File: config.mk
export PLATFORM = sky130hd
export DESIGN_NAME = coin_start_sequencer
export DESIGN_NICKNAME = d
export VERILOG_FILES = /design/src/rtl/coin_start_sequencer.sv
export SDC_FILE = /design/constraint.sdc
export NUM_CORES = 1
export LEC_CHECK = 0
export BUFFER_PORTS_ARGS = -buffer_cell sky130_fd_sc_hd__buf_2
export CAP_MARGIN = 20
export CORE_MARGIN = 2
export CORE_UTILIZATION = 45
export DETAILED_ROUTE_END_ITERATION = 7
export PLACE_DENSITY = 0.65
export SKIP_CTS_REPAIR_TIMING = 1
export SYNTH_ARGS = -nofsm -noshare
export SYNTH_HDL_FRONTEND = slang
export SYNTH_SLANG_ARGS = --single-unit
File: constraint.sdc
create_clock -name clk_sys -period 2.8 [get_ports clk_sys]
set_clock_uncertainty 0.1 [all_clocks]
set_input_delay 0.56 -clock clk_sys [delete_from_list [all_inputs] [get_ports clk_sys]]
set_output_delay 0.56 -clock clk_sys [all_outputs]
set_load 0.1 [all_outputs]
File: src/rtl/coin_start_sequencer.sv
// coin_start_sequencer: turns player start requests into frame-timed
// coin/start pulses for the Galaxian core; coin buttons pass through.
module coin_start_sequencer #(
  parameter int unsigned COIN_FRAMES  = 4,
  parameter int unsigned GAP_FRAMES   = 8,
  parameter int unsigned START_FRAMES = 4
) (
  input  logic clk_sys,
  input  logic reset,
  input  logic vblank,
  input  logic req_start1,
  input  logic req_start2,
  input  logic coin1_in,
  input  logic coin2_in,
  output logic coin1_out,
  output logic coin2_out,
  output logic start1_out,
  output logic start2_out,
  output logic busy
);

  if (COIN_FRAMES < 1 || COIN_FRAMES > 15 ||
      GAP_FRAMES < 1 || GAP_FRAMES > 15 ||
      START_FRAMES < 1 || START_FRAMES > 15) begin : g_bad_params
    $error("coin_start_sequencer: frame counts must be 1..15");
  end

  localparam logic [3:0] COIN_N  = 4'(COIN_FRAMES);
  localparam logic [3:0] GAP_N   = 4'(GAP_FRAMES);
  localparam logic [3:0] START_N = 4'(START_FRAMES);

  typedef enum logic [2:0] {
    S_IDLE,
    S_COIN,
    S_CGAP,
    S_START,
    S_COOL
  } state_t;

  state_t     state_q, state_d;
  logic [3:0] fcnt_q, fcnt_d;
  logic [1:0] coins_q, coins_d;
  logic       player_q, player_d;
  logic       pend_q, pend_d;
  logic       pend_player_q, pend_player_d;
  logic       vblank_q;
  logic       req1_q, req2_q;
  logic       coin1_out_q, coin1_out_d;
  logic       coin2_out_q;
  logic       start1_out_q, start1_out_d;
  logic       start2_out_q, start2_out_d;

  logic       tick;
  logic       rq1, rq2, acc;
  logic       acc_player;
  logic [3:0] fcnt_inc;

  // state register, edge-detect history and registered outputs
  always_ff @(posedge clk_sys) begin
    if (reset) begin
      state_q       <= S_IDLE;
      fcnt_q        <= '0;
      coins_q       <= '0;
      player_q      <= 1'b0;
      pend_q        <= 1'b0;
      pend_player_q <= 1'b0;
      vblank_q      <= vblank;
      req1_q        <= req_start1;
      req2_q        <= req_start2;
      coin1_out_q   <= 1'b0;
      coin2_out_q   <= 1'b0;
      start1_out_q  <= 1'b0;
      start2_out_q  <= 1'b0;
    end else begin
      state_q       <= state_d;
      fcnt_q        <= fcnt_d;
      coins_q       <= coins_d;
      player_q      <= player_d;
      pend_q        <= pend_d;
      pend_player_q <= pend_player_d;
      vblank_q      <= vblank;
      req1_q        <= req_start1;
      req2_q        <= req_start2;
      coin1_out_q   <= coin1_out_d;
      coin2_out_q   <= coin2_in;
      start1_out_q  <= start1_out_d;
      start2_out_q  <= start2_out_d;
    end
  end

  // next-state, frame counter, request queue and output decode
  always_comb begin
    tick       = vblank & ~vblank_q;
    rq1        = req_start1 & ~req1_q;
    rq2        = req_start2 & ~req2_q;
    acc        = rq1 | rq2;
    acc_player = ~rq1;
    fcnt_inc   = (fcnt_q == 4'hf) ? fcnt_q : fcnt_q + 4'd1;

    state_d       = state_q;
    fcnt_d        = tick ? fcnt_inc : fcnt_q;
    coins_d       = coins_q;
    player_d      = player_q;
    pend_d        = pend_q;
    pend_player_d = pend_player_q;

    if (state_q != S_IDLE && acc && !pend_q) begin
      pend_d        = 1'b1;
      pend_player_d = acc_player;
    end

    unique case (state_q)
      S_IDLE: begin
        if (acc) begin
          player_d = acc_player;
          coins_d  = acc_player ? 2'd2 : 2'd1;
          state_d  = S_COIN;
        end
      end
      S_COIN: begin
        if (tick && fcnt_inc == COIN_N) begin
          coins_d = coins_q - 2'd1;
          state_d = S_CGAP;
        end
      end
      S_CGAP: begin
        if (tick && fcnt_inc == GAP_N)
          state_d = (coins_q != 2'd0) ? S_COIN : S_START;
      end
      S_START: begin
        if (tick && fcnt_inc == START_N)
          state_d = S_COOL;
      end
      S_COOL: begin
        if (tick && fcnt_inc == GAP_N) begin
          if (pend_q) begin
            player_d = pend_player_q;
            coins_d  = pend_player_q ? 2'd2 : 2'd1;
            pend_d   = 1'b0;
            state_d  = S_COIN;
          end else if (acc) begin
            player_d = acc_player;
            coins_d  = acc_player ? 2'd2 : 2'd1;
            pend_d   = 1'b0;
            state_d  = S_COIN;
          end else begin
            state_d  = S_IDLE;
          end
        end
      end
      default: state_d = S_IDLE;
    endcase

    if (state_d != state_q)
      fcnt_d = '0;

    coin1_out_d  = (state_d == S_COIN) | coin1_in;
    start1_out_d = (state_d == S_START) & ~player_d;
    start2_out_d = (state_d == S_START) & player_d;
  end

  assign coin1_out  = coin1_out_q;
  assign coin2_out  = coin2_out_q;
  assign start1_out = start1_out_q;
  assign start2_out = start2_out_q;
  assign busy       = (state_q != S_IDLE);

endmodule

## Word level (Yosys, flattened, before mapping)

Index checks and enable logic that the tools add are counted.

| word-level totals | value |
|---|---|
| logic and storage cells | 76 |
| input port bits | 7 |
| bits in registers | 19 |

| operators by class | value |
|---|---|
| $add $sub $neg | 2 |
| equality and inequality tests | 12 |
| multiplexer cells | 26 |
| bitwise operators | 12 |
| reduce and logical (&&, ||, !) cells | 11 |

Operators with widths:

| operator | count |
|---|---|
| two-way mux 3 bit | 5 |
| one-hot mux 3 bit (5 select lines) | 1 |
| two-way mux 2 bit | 7 |
| two-way mux 1 bit | 10 |
| == test 3 x 2 -> 1 bit, second input constant | 3 |
| == test 4 bit, second input constant | 2 |
| == test 3 x 1 -> 1 bit, second input constant | 2 |
| one-hot mux 2 bit (3 select lines) | 1 |
| nonzero test 3 bit | 2 |
| bitwise AND 1 bit | 5 |
| inverter 1 bit | 5 |
| adder 4 x 1 -> 4 bit, second input constant | 1 |
| == test 4 x 3 -> 1 bit, second input constant | 1 |
| logical AND 1 bit | 4 |
| two-way mux 4 bit | 1 |
| != test 2 bit, second input constant | 2 |
| == test 3 bit, second input constant | 1 |
| logical NOT 3 bit | 1 |
| != test 3 bit | 1 |
| AND reduction 3 bit | 1 |
| OR 1 bit | 2 |
| one-hot mux 1 bit (2 select lines) | 1 |
| nonzero test 2 bit | 1 |
| OR reduction 2 bit | 1 |
| 2 further kinds | 2 |

## Depth between registers and ports, before layout

Gate-level depths: netlist (run 1).

| depth | value |
|---|---|
| word-level depth | 10 |
| mapped depth | 7 |

## Worst setup path before layout (run 1)

Ideal clock, no wire load.

| path | value |
|---|---|
| path kind | flip-flop to flip-flop |
| from | reg fcnt_q[0] |
| to | reg coins_q[1] |
| stages on the path, launching flop included | 8 |
| path slack | 652 ps |
| setup time | 67 ps |
| buffers on the path | 0 |
| arrival | 1981 ps |
| cell sequence | dfxtp_1 > ha_1 > nand4bb_2 > nor3_1 > a21oi_2 > o311a_2 > a211o_1 > a21oi_2 |

| between the ends | value |
|---|---|
| word-level cells in the longest chain between the ends | 6 |

Ends and longest elaborated chain:

| element | RTL line | RTL |
|---|---|---|
| from (decl) | 41 | `logic [3:0] fcnt_q, fcnt_d;` |
| from (signal assigned) | 76 | `fcnt_q <= fcnt_d;` |
| adder 4 x 1 -> 4 bit or == test 4 bit (tied branches) | 98 | `fcnt_inc = (fcnt_q == 4'hf) ? fcnt_q : fcnt_q + 4'd1;` |
| two-way mux 4 bit * | 98 |  |
| == test 4 bit or == test 4 x 3 -> 1 bit (tied branches) | 135, 121 |  |
| logical AND 1 bit, on equally long branches | 135, 121 |  |
| != test 2 bit (no source line) | -- |  |
| AND reduction 3 bit (no source line) * | -- |  |
| to (signal assigned) | 77 | `coins_q <= coins_d;` |
| to (decl) | 42 | `logic [1:0] coins_q, coins_d;` |

Every way passes the cells marked *; elsewhere a longest branch is shown, timed or not.
A chain may end at the register's enable or synchronous reset.

## Worst setup path in the final report (run 1)

| path | value |
|---|---|
| from | reg state_q[1] |
| to | out busy |

| between the ends | value |
|---|---|
| word-level cells in the longest chain between the ends | 1 |

Ends and longest elaborated chain:

| element | RTL line | RTL |
|---|---|---|
| from (decl) | 40 | `state_t state_q, state_d;` |
| from (signal assigned) | 75 | `state_q <= state_d;` |
| nonzero test 3 bit | 166 | `assign busy = (state_q != S_IDLE);` |
| to (decl) | 19 | `output logic busy` |

No other way between the ends.

==> flow_summary.ini, run 1 <==
[synthesis]
synth-edff-count = 0
synth-async-reset-ratio_pct = 0
ys_ff_latch = 19
synth.distinct_cells = 41
synthesis.area_mm2 = 0.00106
ys_seq_area_share_pct = 36.0
synth_ff_type = dfxtp_1
postSynthCellCount = 129
yosys_warnings = 0
syn_area_per_cell_um2 = 8.19
synth_fp_nets = 138

[floorplanning]
fp.dieH_um = 52.4
start_util_pct = 47.7
io_pins = 12
core-area_mm2 = 0.00221
row_count = 17
die_x_um = 52.4
dieArea_mm2 = 0.00275

[routing]
ant_nets = 0
vias_per_cell = 5.90
drtIter0Drc = 26
firstDrtPassIters = 5
wl_per_cell_um = 13.7
wl_um = 2280
num_vias = 980
drc_errors = 0

[finish]
num_antenna_cells = 0
final_common_cell = dfxtp_1
layout_common_cells = 19 x dfxtp_1, 16 x nor2_1, 11 x buf_2, 9 x o21ai_0
largest-register = fcnt_q
ff_latch_area_um2 = 380
fin_nets = 148
multi_input_area_um2 = 626
reg.largest.list = fcnt_q (4), state_q (3), coins_q (2)
largest_register_ffs = 4
syn2layout_area_growth_pct = 8.77
drive_above_1_share_pct = 17.4
nFillCells = 221

[power]
power_w = 0.000635
switching_share_pct = 36.2
clkPwrFrac_pct = 22.0
combPwrFrac_pct = 28.3
p_int_w = 0.000405
pwr-share-seq_pct = 49.6
peakVddDrop_v = 0.000385
p_leak_nw = 0.417
power.density_mw_per_mm2 = 553
switching_power_w = 0.000230

[worst_setup_path]
crit_start = state_q[1]
worstRegToRegCells = 7
critical_path_class = flop to output pin
r2r_start = fcnt_q[0]
cpPeakStageDelay_ns = 0.51
required_ns = 2.14
end_kind = output pin
rr_endpoint = coins_q[1]
crit_end = busy
worst_path_max_delay_cell = nor3_1
r2r_setup_slack_ns = 0.44
start_kind = flop
critPathArrivalTime_ns = 1.77
path_cells = nor3_1 > inv_1 > buf_2
crit_fanout = 15

[sta]
slew_viol_final = 0
finalHoldViolCount = 0
rsz0062_at_grt = no
clock.fmax_mhz = 411
slew_headroom_pct = 60.1
finalSetupViolations = 0
tightest_slew_ns = 0.597
finalCriticalPeriod_ns = 2.43
finalSetupTns_ns = 0
timing.final.crit_share_pct = 86.9

[clocking]
ctsLongestPathBuffers = 2
cts_buffers = 3
htree_levels = 1
clk_pin_slew_ns = 0.11
clock_latency_ns = 0.30
cts-root-buf = clkbuf_4
cts_tree = built
cts.sinks = 19

[global_route]
grt_pass1_vias = 860
grt_pass1_wl_um = 3820
grt_max_degree = 16
track_usage_pct = 18.8
antenna_found_initial = 0
gr-total-overflow = 0

[placed_design]
port_buffers = 11
dp_hpwl_um = 1620
gp_congestion = 0.837

[hold_path]
holdCritPathClass = input port to flop

[status]
status = complete, no violations

[flow_run]
maxCapViolations = 0
==> final cells by class <==
class | instances | share of cell area, %
inverters | 7 | 2.29
multi-input cells | 97 | 54.5
well taps | 28 | 3.05
repair buffers | 11 | 4.79
clock buffers | 4 | 2.29
flip-flops and latches | 19 | 33.1
==> stage by stage <==
stage	instances	instance area [um2]	hold WS (ns)	setup WS (ns)	util, %
5_1_grt	166	1150	0.237	0.185	51.9
3_3_place_gp	162	1120	0.359	0.534	50.7
2_1_floorplan	129	1060	0.350	0.652	-
6_report	166	1150	0.264	0.368	51.9
3_5_place_dp	162	1120	0.370	0.483	50.7
4_1_cts	166	1150	0.253	0.390	51.9
==> worst min path at each step <==
stage                     slack (ns)  depth (start not counted)          to  startpoint
after floorplan                 0.35                          2  coins_q[1]  coins_q[1]
after global placement          0.36                          2  coins_q[1]  coins_q[1]
after detailed placement        0.37                          2  coins_q[1]  coins_q[1]
after CTS                       0.25                          1      req2_q  req_start2
after global routing            0.24                          1      req2_q  req_start2
final                           0.26                          1      req2_q  req_start2
==> cell usage after synthesis, types with 2 or more instances <==
library cell,instances,area [um2]
nand2_1,6,22.5
a21oi_2,2,17.5
clkbuf_1,5,18.8
nor2_1,16,60.1
a22oi_1,2,15.0
nand3b_1,2,15.0
a31oi_1,2,12.5
nand3_1,4,20.0
nor3_1,5,25.0
o21ai_0,9,45.0
a211oi_1,4,30.0
inv_1,7,26.3
o311ai_0,2,17.5
nor3b_1,2,15.0
dfxtp_1,19,380
a21oi_1,7,35.0
nor4b_1,2,17.5
ha_1,2,25.0
nor2b_1,4,25.0
mux2i_1,2,20.0
nand2b_1,5,31.3
==> kinds of logic (layout without fill, tap and decap cells) <==
group,after synthesis,count (layout),share of synthesized area [%]
flops,19,19,36.0
mux,2,2,1.90
fa+ha+maj,2,2,2.37
compound gates,39,39,26.1
xor+xnor,1,1,0.830
buf+inv,13,22,4.74
simple gates,53,53,28.1
==> per-layer routing <==
metal	global-route usage [%]	share of wire, %	vias up
li1	-	-	496
met1	23.8	49	451
met2	30.2	45	28
met3	6.00	5.6	5
met4	5.98	1.1	0
met5	0	0	-
==> power groups by stage <==
stage          clock network (W)  registers [W]  logic, W
3_5_place_dp                   0       0.000321  0.000178
2_1_floorplan                  0       0.000336  0.000128
3_3_place_gp                   0       0.000320  0.000175
6_report                0.000140       0.000315  0.000180
5_1_grt                 0.000161       0.000319  0.000201
4_1_cts                 0.000148       0.000315  0.000180
==> worst max-delay path: cells and delay by family (launching register included) <==
kind / cells / cell delay (ns)
simple gates: 1 / 0.51
flops: 1 / 0.47
buf+inv: 2 / 0.49
Note: power is estimated with default switching activity, not from simulation.
==> inputs of run 2 (changes only) <==
--- a/config.mk
+++ b/config.mk
@@ -9,8 +9,10 @@
 export CAP_MARGIN = 20
 export CORE_MARGIN = 2
 export CORE_UTILIZATION = 45
+export CTS_CLUSTER_DIAMETER = 50
 export DETAILED_ROUTE_END_ITERATION = 7
 export PLACE_DENSITY = 0.65
+export SETUP_SLACK_MARGIN = 0.5
 export SKIP_CTS_REPAIR_TIMING = 1
 export SYNTH_ARGS = -nofsm -noshare
 export SYNTH_HDL_FRONTEND = slang
==> flow_summary.ini, run 2 (synthesized netlist as in run 1, its figures left out) <==
[status]
status = complete, no violations

[routing]
drc_errors = 0
wl_per_cell_um = 13.5
num_vias = 980
wl_um = 2250
ant_nets = 0
drtIter0Drc = 46
vias_per_cell = 5.90
firstDrtPassIters = 4

[power]
power.density_mw_per_mm2 = 537
peakVddDrop_v = 0.000386
p_leak_nw = 0.420
power_w = 0.000640

[finish]
layout_common_cells = 16 x nor2_1, 14 x dfxtp_1, 11 x buf_2, 9 x o21ai_0
stdcell_count = 166
drive_above_1_share_pct = 24.6
largest-register = fcnt_q
reg.largest.list = fcnt_q (4), state_q (3), coins_q (2)
final_common_cell = nor2_1
syn2layout_area_growth_pct = 12.9
fin_nets = 148
largest_register_ffs = 4
num_antenna_cells = 0

[sta]
slew_headroom_pct = 58.2
slew_viol_final = 0
timing.final.crit_share_pct = 77.8
finalCriticalPeriod_ns = 2.18
fin_hold_ws_ns = 0.263
finalSetupViolations = 0
finalSetupTns_ns = 0
clock.fmax_mhz = 459
tightest_slew_ns = 0.626
finalHoldViolCount = 0
rsz0062_at_grt = no

[hold_path]
holdCritPathClass = input port to flop

[clocking]
clk_pin_slew_ns = 0.10
cts_buffers = 3
ctsLongestPathBuffers = 2
cts.sinks = 19
cts-root-buf = clkbuf_4
cts_tree = built
htree_levels = 1
clock_latency_ns = 0.30

[placed_design]
port_buffers = 11
gp_congestion = 0.837
dp.cells = 162
dp_hpwl_um = 1620

[global_route]
antenna_found_initial = 0
gr-total-overflow = 0
grt_pass1_vias = 860
track_usage_pct = 18.8
grt_pass1_wl_um = 3820
grt_max_degree = 16

[floorplanning]
start_util_pct = 47.7
die_x_um = 52.4
core-area_mm2 = 0.00221
fp.dieH_um = 52.4
dieArea_mm2 = 0.00275
row_count = 17
io_pins = 12

[worst_setup_path]
required_ns = 2.94
path_cells = ha_2 > nand4bb_4 > nor3_2 > a21oi_2 > o311a_2 > a211o_1 > a21oi_2
r2r_setup_slack_ns = 0.62
crit_fanout = 6
critical_path_class = flop to flop
worst_path_max_delay_cell = dfxtp_4
end_kind = flop
cp_common_cell = a21oi_2
start_kind = flop
critPathArrivalTime_ns = 2.32
cpPeakStageDelay_ns = 0.40

[flow_run]
maxCapViolations = 0
run 2: per-layer routing:
layer / GRT usage, % / vias up / share of wire, %
li1: - / 491 / -
met1: 23.8 / 448 / 46
met2: 30.2 / 36 / 46
met3: 6.00 / 5 / 6.9
met4: 5.98 / 0 / 1.2
met5: 0 / - / 0
run 2: cell type report:
cell class / count / area (um2)
Fill cell: 210 / 1020
Multi-Input combinational cell: 97 / 661
Sequential cell: 19 / 389
Timing Repair Buffer: 11 / 55.1
Tap cell: 28 / 35.0
Clock buffer: 4 / 26.3
Inverter: 7 / 26.3
run 2: worst max-delay path, delay by kind of cell, from the launching register on:
kind            cells  cell delay, ns
compound gates      4            0.85
simple gates        2            0.49
flops               1            0.40
fa+ha+maj           1            0.29
run 2: through the flow:
step | utilization, % | worst slack (ns) | instance area [um2]
after CTS | 51.9 | 0.390 | 1150
after detailed placement | 50.7 | 0.483 | 1120
after global placement | 50.7 | 0.534 | 1120
after global routing | 53.9 | 0.489 | 1190
final | 53.9 | 0.621 | 1190
after floorplan | - | 0.652 | 1060
run 2: path summary, 6_finish.rpt:
check                           startpoint  cells past startpoint    endpoint
worst min register to register  coins_q[1]                      2  coins_q[1]
worst max-delay path             fcnt_q[0]                      7  coins_q[1]
worst min-delay path            req_start2                      1      req2_q
worst max register to register   fcnt_q[0]                      7  coins_q[1]
run 2: report_power, final:
group	leakage [nW]	total (W)	switching (W)	internal [W]
logic	0.247	0.000183	0.000121	0.0000614
registers	0.159	0.000317	0.0000264	0.000291
clock network	0.0150	0.000140	0.0000845	0.0000556
==> inputs of run 3 (changes only) <==
==> constraint.sdc (replaced) <==
create_clock -name clk_sys -period 2.2 [get_ports clk_sys]
set_clock_uncertainty 0.1 [all_clocks]
set_input_delay 0.44 -clock clk_sys [delete_from_list [all_inputs] [get_ports clk_sys]]
set_output_delay 0.44 -clock clk_sys [all_outputs]
set_load 0.1 [all_outputs]
==> flow_summary.ini, run 3 (synthesized netlist as in run 1, its figures left out) <==
[routing]
drc_errors = 0
vias_per_cell = 5.73
wl_per_cell_um = 13.8
drtIter0Drc = 37
num_vias = 1002
ant_nets = 0
firstDrtPassIters = 4
wl_um = 2420

[worst_setup_path]
critical_path_class = flop to flop
start_kind = flop
required_ns = 2.34
critPathArrivalTime_ns = 2.25
crit_fanout = 6
r2r_setup_slack_ns = 0.09
end_kind = flop

[floorplanning]
start_util_pct = 47.7
fp.dieH_um = 52.4
dieArea_mm2 = 0.00275
row_count = 17
die_x_um = 52.4
core-area_mm2 = 0.00221
io_pins = 12

[power]
p_leak_nw = 0.497
peakVddDrop_v = 0.000472
power_w = 0.000872
power.density_mw_per_mm2 = 638

[sta]
slew_viol_final = 0
timing.final.crit_share_pct = 96.0
slew_headroom_pct = 67.7
finalSetupViolations = 0
rsz0062_at_grt = yes
finalSetupTns_ns = 0
finalCriticalPeriod_ns = 2.11
tightest_slew_ns = 0.488
clock.fmax_mhz = 473
finalHoldViolCount = 0

[status]
status = complete, no violations

[finish]
fin_util_pct = 61.8
reg.largest.list = fcnt_q (4), state_q (3), coins_q (2)
fin_nets = 157
drive_above_1_share_pct = 34.0
largest_register_ffs = 4
syn2layout_area_growth_pct = 29.4
layout_common_cells = 16 x dfxtp_1, 14 x nor2_1, 11 x buf_2, 9 x buf_4
largest-register = fcnt_q
num_antenna_cells = 0
final_common_cell = dfxtp_1

[hold_path]
holdCritPathClass = input port to flop

[clocking]
ctsLongestPathBuffers = 2
cts_tree = built
htree_levels = 1
cts_buffers = 3
clock_latency_ns = 0.29
clk_pin_slew_ns = 0.11
cts.sinks = 19
cts-root-buf = clkbuf_4

[global_route]
track_usage_pct = 18.9
gr-total-overflow = 0
grt_pass1_wl_um = 3770
grt_max_degree = 16
antenna_found_initial = 0
grt_pass1_vias = 796

[placed_design]
dp_hpwl_um = 1690
gp_congestion = 0.796
port_buffers = 11

[flow_run]
maxCapViolations = 0
[run 3: cell count changes in the layout (fill, tap and decap cells not counted), moves of 2 or more]
cell	change
nor2_1	-2
nor3_2	-3
o21ai_0	-2
dfxtp_2	-2
nor3_4	+2
dfxtp_1	+2
buf_4	+9
[run 3: worst paths after layout]
path                            cells past startpoint        from    endpoint
worst max-delay path                                6   fcnt_q[0]  coins_q[1]
worst min register to register                      2  coins_q[1]  coins_q[1]
worst max register to register                      6   fcnt_q[0]  coins_q[1]
worst min-delay path                                1  req_start2      req2_q
[run 3: per-stage QoR]
| step | hold WS, ns | instances | instance area, um2 | worst slack [ns] |
|---|---|---|---|---|
| after global routing | 0.150 | 175 | 1370 | 0.00658 |
| after global placement | 0.371 | 166 | 1240 | 0.157 |
| final | 0.165 | 175 | 1370 | 0.0877 |
| after floorplan | 0.350 | 129 | 1140 | 0.197 |
| after CTS | 0.159 | 170 | 1270 | 0.0458 |
| after detailed placement | 0.378 | 166 | 1240 | 0.118 |
[run 3: report_power, final]
group | internal (W) | leakage [nW] | switching [W]
clock | 0.0000705 | 0.0150 | 0.000108
combinational | 0.000111 | 0.324 | 0.000175
sequential | 0.000370 | 0.158 | 0.0000377
total | 0.000552 | 0.497 | 0.000320
[run 3: cell type report]
| type | instances | area (um2) |
|---|---|---|
| clock buffers | 4 | 26.3 |
| flip-flops and latches | 19 | 387 |
| inverters | 7 | 30.0 |
| repair buffers | 20 | 123 |
| fillers | 224 | 846 |
| well taps | 28 | 35.0 |
| multi-input cells | 97 | 766 |
[run 3: routing by layer]
layer  vias up  track usage, %  wire [um]
li1        510               -          -
met1       471            29.5       1250
met2        19            24.6       1050
met3         2            3.43         99
met4         0            7.69         17
met5         -               0          0
[run 3: critical path: stages (launching register included)]
cell and delay [ns]:
dfxtp_4 0.39, ha_4 0.24, nand4bb_4 0.27, or4_4 0.52, o311a_4 0.15, a211o_1 0.28, a21oi_2 0.10
